## src/rtl/id_branch_fwd_ctrl.sv

```systemverilog
// ID-stage branch-compare forwarding control: shadow scoreboard of the EX, MEM
// and WB destinations, RD1/RD2 forward selects, load-use stall and stall counter.
module id_branch_fwd_ctrl #(
  parameter int REG_AW = 3,
  parameter int CNT_W  = 16
) (
  input  logic              clk,
  input  logic              rst,
  input  logic              id_valid,
  input  logic              id_is_branch,
  input  logic              id_use_rs,
  input  logic              id_use_rt,
  input  logic [REG_AW-1:0] id_rs,
  input  logic [REG_AW-1:0] id_rt,
  input  logic [REG_AW-1:0] id_dst,
  input  logic              id_reg_write,
  input  logic              id_mem_read,
  input  logic              flush,
  output logic [1:0]        fwd_a_sel,
  output logic [1:0]        fwd_b_sel,
  output logic              stall,
  output logic [CNT_W-1:0]  stall_cnt
);

  typedef struct packed {
    logic              valid;
    logic [REG_AW-1:0] dst;
    logic              wr;
    logic              ld;
  } slot_t;

  slot_t             ex_q, mem_q, wb_q, ex_d;
  logic [CNT_W-1:0]  stall_cnt_q, stall_cnt_d;
  logic [2:0]        res_a, res_b;
  logic              stall_c;

  function automatic logic match(input slot_t s, input logic [REG_AW-1:0] r);
    return s.valid && s.wr && (s.dst == r) && (r != '0);
  endfunction

  // Returns {hazard, select}. The youngest matching slot decides alone, so an
  // ALU write in EX hides an older load to the same register.
  function automatic logic [2:0] resolve(input logic use_f, input logic [REG_AW-1:0] r,
                                         input logic br, input slot_t ex_s,
                                         input slot_t mem_s, input slot_t wb_s);
    logic [2:0] res;
    res = 3'b000;
    if (use_f) begin
      if (match(ex_s, r))       res = ex_s.ld  ? 3'b100 : 3'b001;
      else if (match(mem_s, r)) res = mem_s.ld ? {br, 2'b00} : 3'b010;
      else if (match(wb_s, r))  res = 3'b011;
    end
    return res;
  endfunction

  always_comb begin
    res_a   = resolve(id_use_rs, id_rs, id_is_branch, ex_q, mem_q, wb_q);
    res_b   = resolve(id_use_rt, id_rt, id_is_branch, ex_q, mem_q, wb_q);
    stall_c = id_valid && !flush && (res_a[2] || res_b[2]);
    fwd_a_sel = 2'b00;
    fwd_b_sel = 2'b00;
    if (id_valid && id_is_branch && !stall_c) begin
      fwd_a_sel = res_a[1:0];
      fwd_b_sel = res_b[1:0];
    end
  end

  always_comb begin
    ex_d.valid  = id_valid && !flush && !stall_c && id_reg_write && (id_dst != '0);
    ex_d.dst    = id_dst;
    ex_d.wr     = id_reg_write;
    ex_d.ld     = id_mem_read;
    stall_cnt_d = stall_cnt_q;
    if (stall_c && !(&stall_cnt_q)) stall_cnt_d = stall_cnt_q + 1'b1;
  end

  always_ff @(posedge clk or posedge rst) begin
    if (rst) begin
      ex_q        <= '0;
      mem_q       <= '0;
      wb_q        <= '0;
      stall_cnt_q <= '0;
    end else begin
      ex_q        <= ex_d;
      mem_q       <= ex_q;
      wb_q        <= mem_q;
      stall_cnt_q <= stall_cnt_d;
    end
  end

  assign stall     = stall_c;
  assign stall_cnt = stall_cnt_q;

endmodule

```

## config.mk

```make
export PLATFORM = sky130hd
export DESIGN_NAME = id_branch_fwd_ctrl
export DESIGN_NICKNAME = d
export VERILOG_FILES = /design/src/rtl/id_branch_fwd_ctrl.sv
export SDC_FILE = /design/constraint.sdc
export NUM_CORES = 1
export LEC_CHECK = 0
export ABC_AREA = 1
export CAP_MARGIN = 5
export CORE_ASPECT_RATIO = 0.8
export CORE_MARGIN = 3
export CORE_UTILIZATION = 63
export DETAILED_ROUTE_END_ITERATION = 10
export DONT_BUFFER_PORTS = 1
export GPL_ROUTABILITY_DRIVEN = 0
export HOLD_SLACK_MARGIN = 0.12
export PLACE_DENSITY = 0.81
export REMOVE_ABC_BUFFERS = 1
export SLEW_MARGIN = 20
export SYNTH_ARGS = -nofsm -noshare
export SYNTH_HDL_FRONTEND = slang
export SYNTH_SLANG_ARGS = --single-unit
export TNS_END_PERCENT = 20
```

## constraint.sdc

```tcl
create_clock -name clk -period 2.79 [get_ports clk]
set_clock_uncertainty 0.2 [all_clocks]
set_input_delay 0.837 -clock clk [delete_from_list [all_inputs] [get_ports clk]]
set_output_delay 0.837 -clock clk [all_outputs]
set_load 0.01 [all_outputs]
```

After elaboration in Yosys (flattened, before gate mapping)
Cells that the tools add are included.
Cells by class
  $add $sub $neg: 1
  multiply operators: 0
  divide/modulo/power cells: 0
  order comparisons: 0
  equality and inequality tests: 6
  shift-type cells: 0
  muxes and demuxes: 12
  bitwise logic cells: 0
  reduce and logical (&&, ||, !) cells: 31
Operators with widths (count)
  $mux W3: 8
  $logic_and A1 B1 Y1: 23
  $eq A3 B3 Y1: 6
  $add A16 B1 Y16 const B: 1
  $reduce_and A16 Y1: 1
  $reduce_bool A3 Y1: 3
  $mux W2: 4
  $logic_not A1 Y1: 3
  $logic_or A1 B1 Y1: 1
Storage, ports and cells
  register bits: 33
  bits in latches: 0
  memory bits (writable): 0
  memory bits (read-only): 0
  logic and storage cells: 62
  memories: 0

Depth between registers and ports, before layout
  depth after elaboration: 13
  mapped depth: 13
  depth with buffers taken out: 12

Least setup slack after synthesis
No wires, ideal clock.
  path type: input port to output port
  start point: input id_rs[1]
  end point: output fwd_a_sel[0]
  arrival time: 1.741 ns
  slack: 0.012 ns
  stages: 10
  cell sequence: inv_2 -> o21ai_0 -> nor2_2 -> nand2_2 -> nand2_1 -> nand3_2 -> nand2_4 -> nand2_1 -> nand2_1 -> nor2_1
Between the ends
  word-level cells in the longest chain between the ends: 11
  elaborated cells between the ends (all ways): 19
RTL lines
  start, declared: RTL line 13  | input logic [REG_AW-1:0] id_rs,
  $eq A3 B3 Y1: RTL line 38  | return s.valid && s.wr && (s.dst == r) && (r != '0);
  $logic_and A1 B1 Y1 (2 in series): RTL line 38
  $mux W3: RTL line 50  | else if (match(mem_s, r)) res = mem_s.ld ? {br, 2'b00} : 3'b010;
  $mux W3 *: RTL line 49  | if (match(ex_s, r)) res = ex_s.ld ? 3'b100 : 3'b001;
  $mux W3 *: RTL line 48  | if (use_f) begin
  $logic_or A1 B1 Y1: RTL line 59  | stall_c = id_valid && !flush && (res_a[2] || res_b[2]);
  $logic_and A1 B1 Y1: RTL line 59
  $logic_not A1 Y1: RTL line 62  | if (id_valid && id_is_branch && !stall_c) begin
  $logic_and A1 B1 Y1: RTL line 62
  $mux W2 *: RTL line 62
  end, declared: RTL line 19  | output logic [1:0] fwd_a_sel,
Every way passes the cells marked *; elsewhere a longest branch is shown, timed or not.

Worst setup path in the final report
  start point: input id_rs[2]
  end point: output fwd_a_sel[0]
The elaborated chain is that of the path after synthesis.

==> results.toml <==
[clocking]
clk_latency_ns = 0.29
cts_tree = "yes"
cts_sinks = 33
cts_made_buffers = 5
clkTransAtPathRegs_ns = 0.07
root_buffer = "clkbuf_8"
htreeDepth = 2
cts_buffer_depth = 2

[finish]
drive_gt1_share_pct = 23.4
fin_cells = 299
syn2layout_area_growth_pct = 18.6
fin_nets = 279
diodes = 0

[detailed_routing]
drtIter0Drc = 145
ant_nets = 0
wirelength_mm = 4.78
wl_per_cell_um = 16.0
drc = 0
first_pass_iters = 4
num_vias = 1749
via_per_inst = 5.85

[critical_path]
start_kind = "input pin"
crit_path_start = "id_rs[2]"
regToRegStartpoint = "stall_cnt[0]"
r2r_slack_ns = 0.49
cp.required_ns = 1.75
r2r-end = "stall_cnt[8]"
reg2regPathDepth = 9
critPathCaptureType = "output port"
cp_max_fo = 4
crit_arrival_ns = 1.75
crit_path_end = "fwd_a_sel[0]"
path_class = "in -> out"

[floorplan]
core_um2 = 2850
num_io_pins = 39
start_util_pct = 68.3
num_rows = 17
die_y_um = 55.7
dieArea_um2 = 3800
die_w_um = 68.2

[sta]
finalHoldViolCount = 0
max_freq_mhz = 358
hold_ws_ns = 0.180
slew_viol_final = 0
min_period_over_period_pct = 100
slew_headroom_pct = 73.2
layout_setup_ws_ns = -0.00183
rsz0062_at_grt = "true"
setup_viol = 1
worstMarginPinSlew_ns = 0.403
period_minus_slack_ns = 2.79

[synth]
synth_seq_cells = 33
yosysSeqAreaShare_pct = 42.4
ys_warn_count = 0
synth_cells = 250
avgSynthCellArea_um2 = 7.79
syn_area_um2 = 1950
synth_cell_types = 30

[power_and_ir_drop]
p_leak_nw = 1.13
seqPwrFrac_pct = 48.5
powerDensity_nw_per_um2 = 455
switching_share_pct = 24.5
p_int_uw = 793
clock_power_share_pct = 43.0
irDropWorstVdd_v = 0.000537
comb_power_share_pct = 8.5
total_power_mw = 1.05
p_sw_uw = 258

[global_route]
antenna_found_initial = 0
grt.overflow.total = 0
grt_pass1_wl_mm = 7.56
grt_pass1_vias = 1653
grt_max_degree = 34
track_usage_pct = 26.5

[run_status]
violations = "negative setup slack"
status = "complete, but fails checks"

[placed_design]
place_inst = 290
portBuffers = 0
hpwl_mm = 3.25
place_ws_ns = -0.105

[min_path]
min_path_type = "reg -> reg"

[job]
drv_cap = 0
==> critical path, stage by stage <==
cell	delay (ns)
clkinv_16	0.03
nand3_2	0.09
inv_2	0.06
nor2_2	0.14
nand2_2	0.08
buf_4	0.14
nand2_1	0.06
o211ai_1	0.15
nor2_4	0.16
==> synth_stat cells <==
cell,n,area (um^2)
nor3_2,1,10.0
dfrtp_1,33,826
nor2_2,4,25.0
clkbuf_1,2,7.51
o2111ai_1,1,8.76
buf_2,1,5.00
nor2_1,21,78.8
nand2_1,75,282
inv_1,24,90.1
nand3_1,13,65.1
ha_1,1,12.5
nand3_4,1,17.5
inv_2,6,22.5
xnor2_1,6,52.6
nor3_1,3,15.0
xor2_1,12,105
buf_6,2,22.5
nand2_2,3,18.8
a21oi_1,1,5.00
o211ai_1,1,7.51
nand3_2,6,60.1
nor4_1,2,12.5
o21ai_1,1,5.00
nand2_4,1,11.3
o21a_1,1,7.51
buf_4,1,7.51
o22ai_1,1,6.26
o311ai_0,1,8.76
nand4_1,21,131
o21ai_0,4,20.0
==> placed cells by master (no fill, tap or decap), types with 5 or more instances in the layout <==
master,count
xnor2_1,6
nand2_1,68
nand4_1,21
nand2_2,6
nor2_1,14
nand3_1,11
buf_4,6
dfrtp_1,33
xor2_1,12
clkbuf_8,5
nor2_2,7
inv_1,22
nand3_2,8
==> routing by layer <==
| metal | up-vias | GRT usage, % | routed length, um |
|---|---|---|---|
| met2 | 91 | 39.4 | 2190 |
| li1 | 831 | - | - |
| met5 | - | 0 | 0 |
| met1 | 811 | 38.0 | 2050 |
| met4 | 0 | 6.80 | 88 |
| met3 | 16 | 7.27 | 456 |
==> logic make-up after synthesis <==
kind of cell	synth area share, %
XOR/XNOR	8.10
flip-flops	42.4
adder cells (fa/ha/maj)	0.643
AO/OA/AOI/OAI	3.53
AND/OR/NAND/NOR	37.3
buffers and inverters	7.97
==> sequential cells by signal, indices dropped and copies added (netlist names) <==
signal	count
stall_cnt	16
wb_q	5
mem_q	6
ex_q	6
==> stage by stage <==
step                      cell area (um^2)  utilization [%]  TNS [ns]
final                                 2310             81.0  -0.00183
after detailed placement              2010             70.6    -0.337
after floorplan                       1900                -     -1.15
after global routing                  2310             81.0    -0.196
after global placement                2010             70.6    -0.140
after CTS                             2170             76.0         0
==> cell type report <==
class	instances	area, um^2
repair buffers	9	78.8
fillers	195	541
flip-flops and latches	33	826
multi-input cells	181	1080
inverters	30	161
clock inverters	3	46.3
well taps	38	47.5
clock buffers	5	68.8
==> worst min path at each step <==
stage / start / endpoint / cells past startpoint
2_1_floorplan: ex_q[1] / mem_q[1] / 0
3_3_place_gp: ex_q[1] / mem_q[1] / 0
3_5_place_dp: ex_q[1] / mem_q[1] / 0
4_1_cts: ex_q[1] / mem_q[1] / 0
5_1_grt: mem_q[1] / wb_q[1] / 0
6_report: mem_q[5] / wb_q[5] / 0
==> power by group through the flow <==
stage / sequential, mW / combinational (mW) / clock (mW)
finish: 0.509 / 0.0895 / 0.452
global route: 0.511 / 0.0994 / 0.486
CTS: 0.508 / 0.0722 / 0.458
detailed placement: 0.517 / 0.0678 / 0
global placement: 0.516 / 0.0660 / 0
floorplan: 0.511 / 0.0514 / 0
==> timing repair <==
item,CTS,global route
cloned,0,0
pin swaps,1,15
hold buffers,0,0
endpoints found under the setup margin,4,5
gates resized for setup,12,39
buffers inserted,0,1
Note: power is estimated with default switching activity, not from simulation.
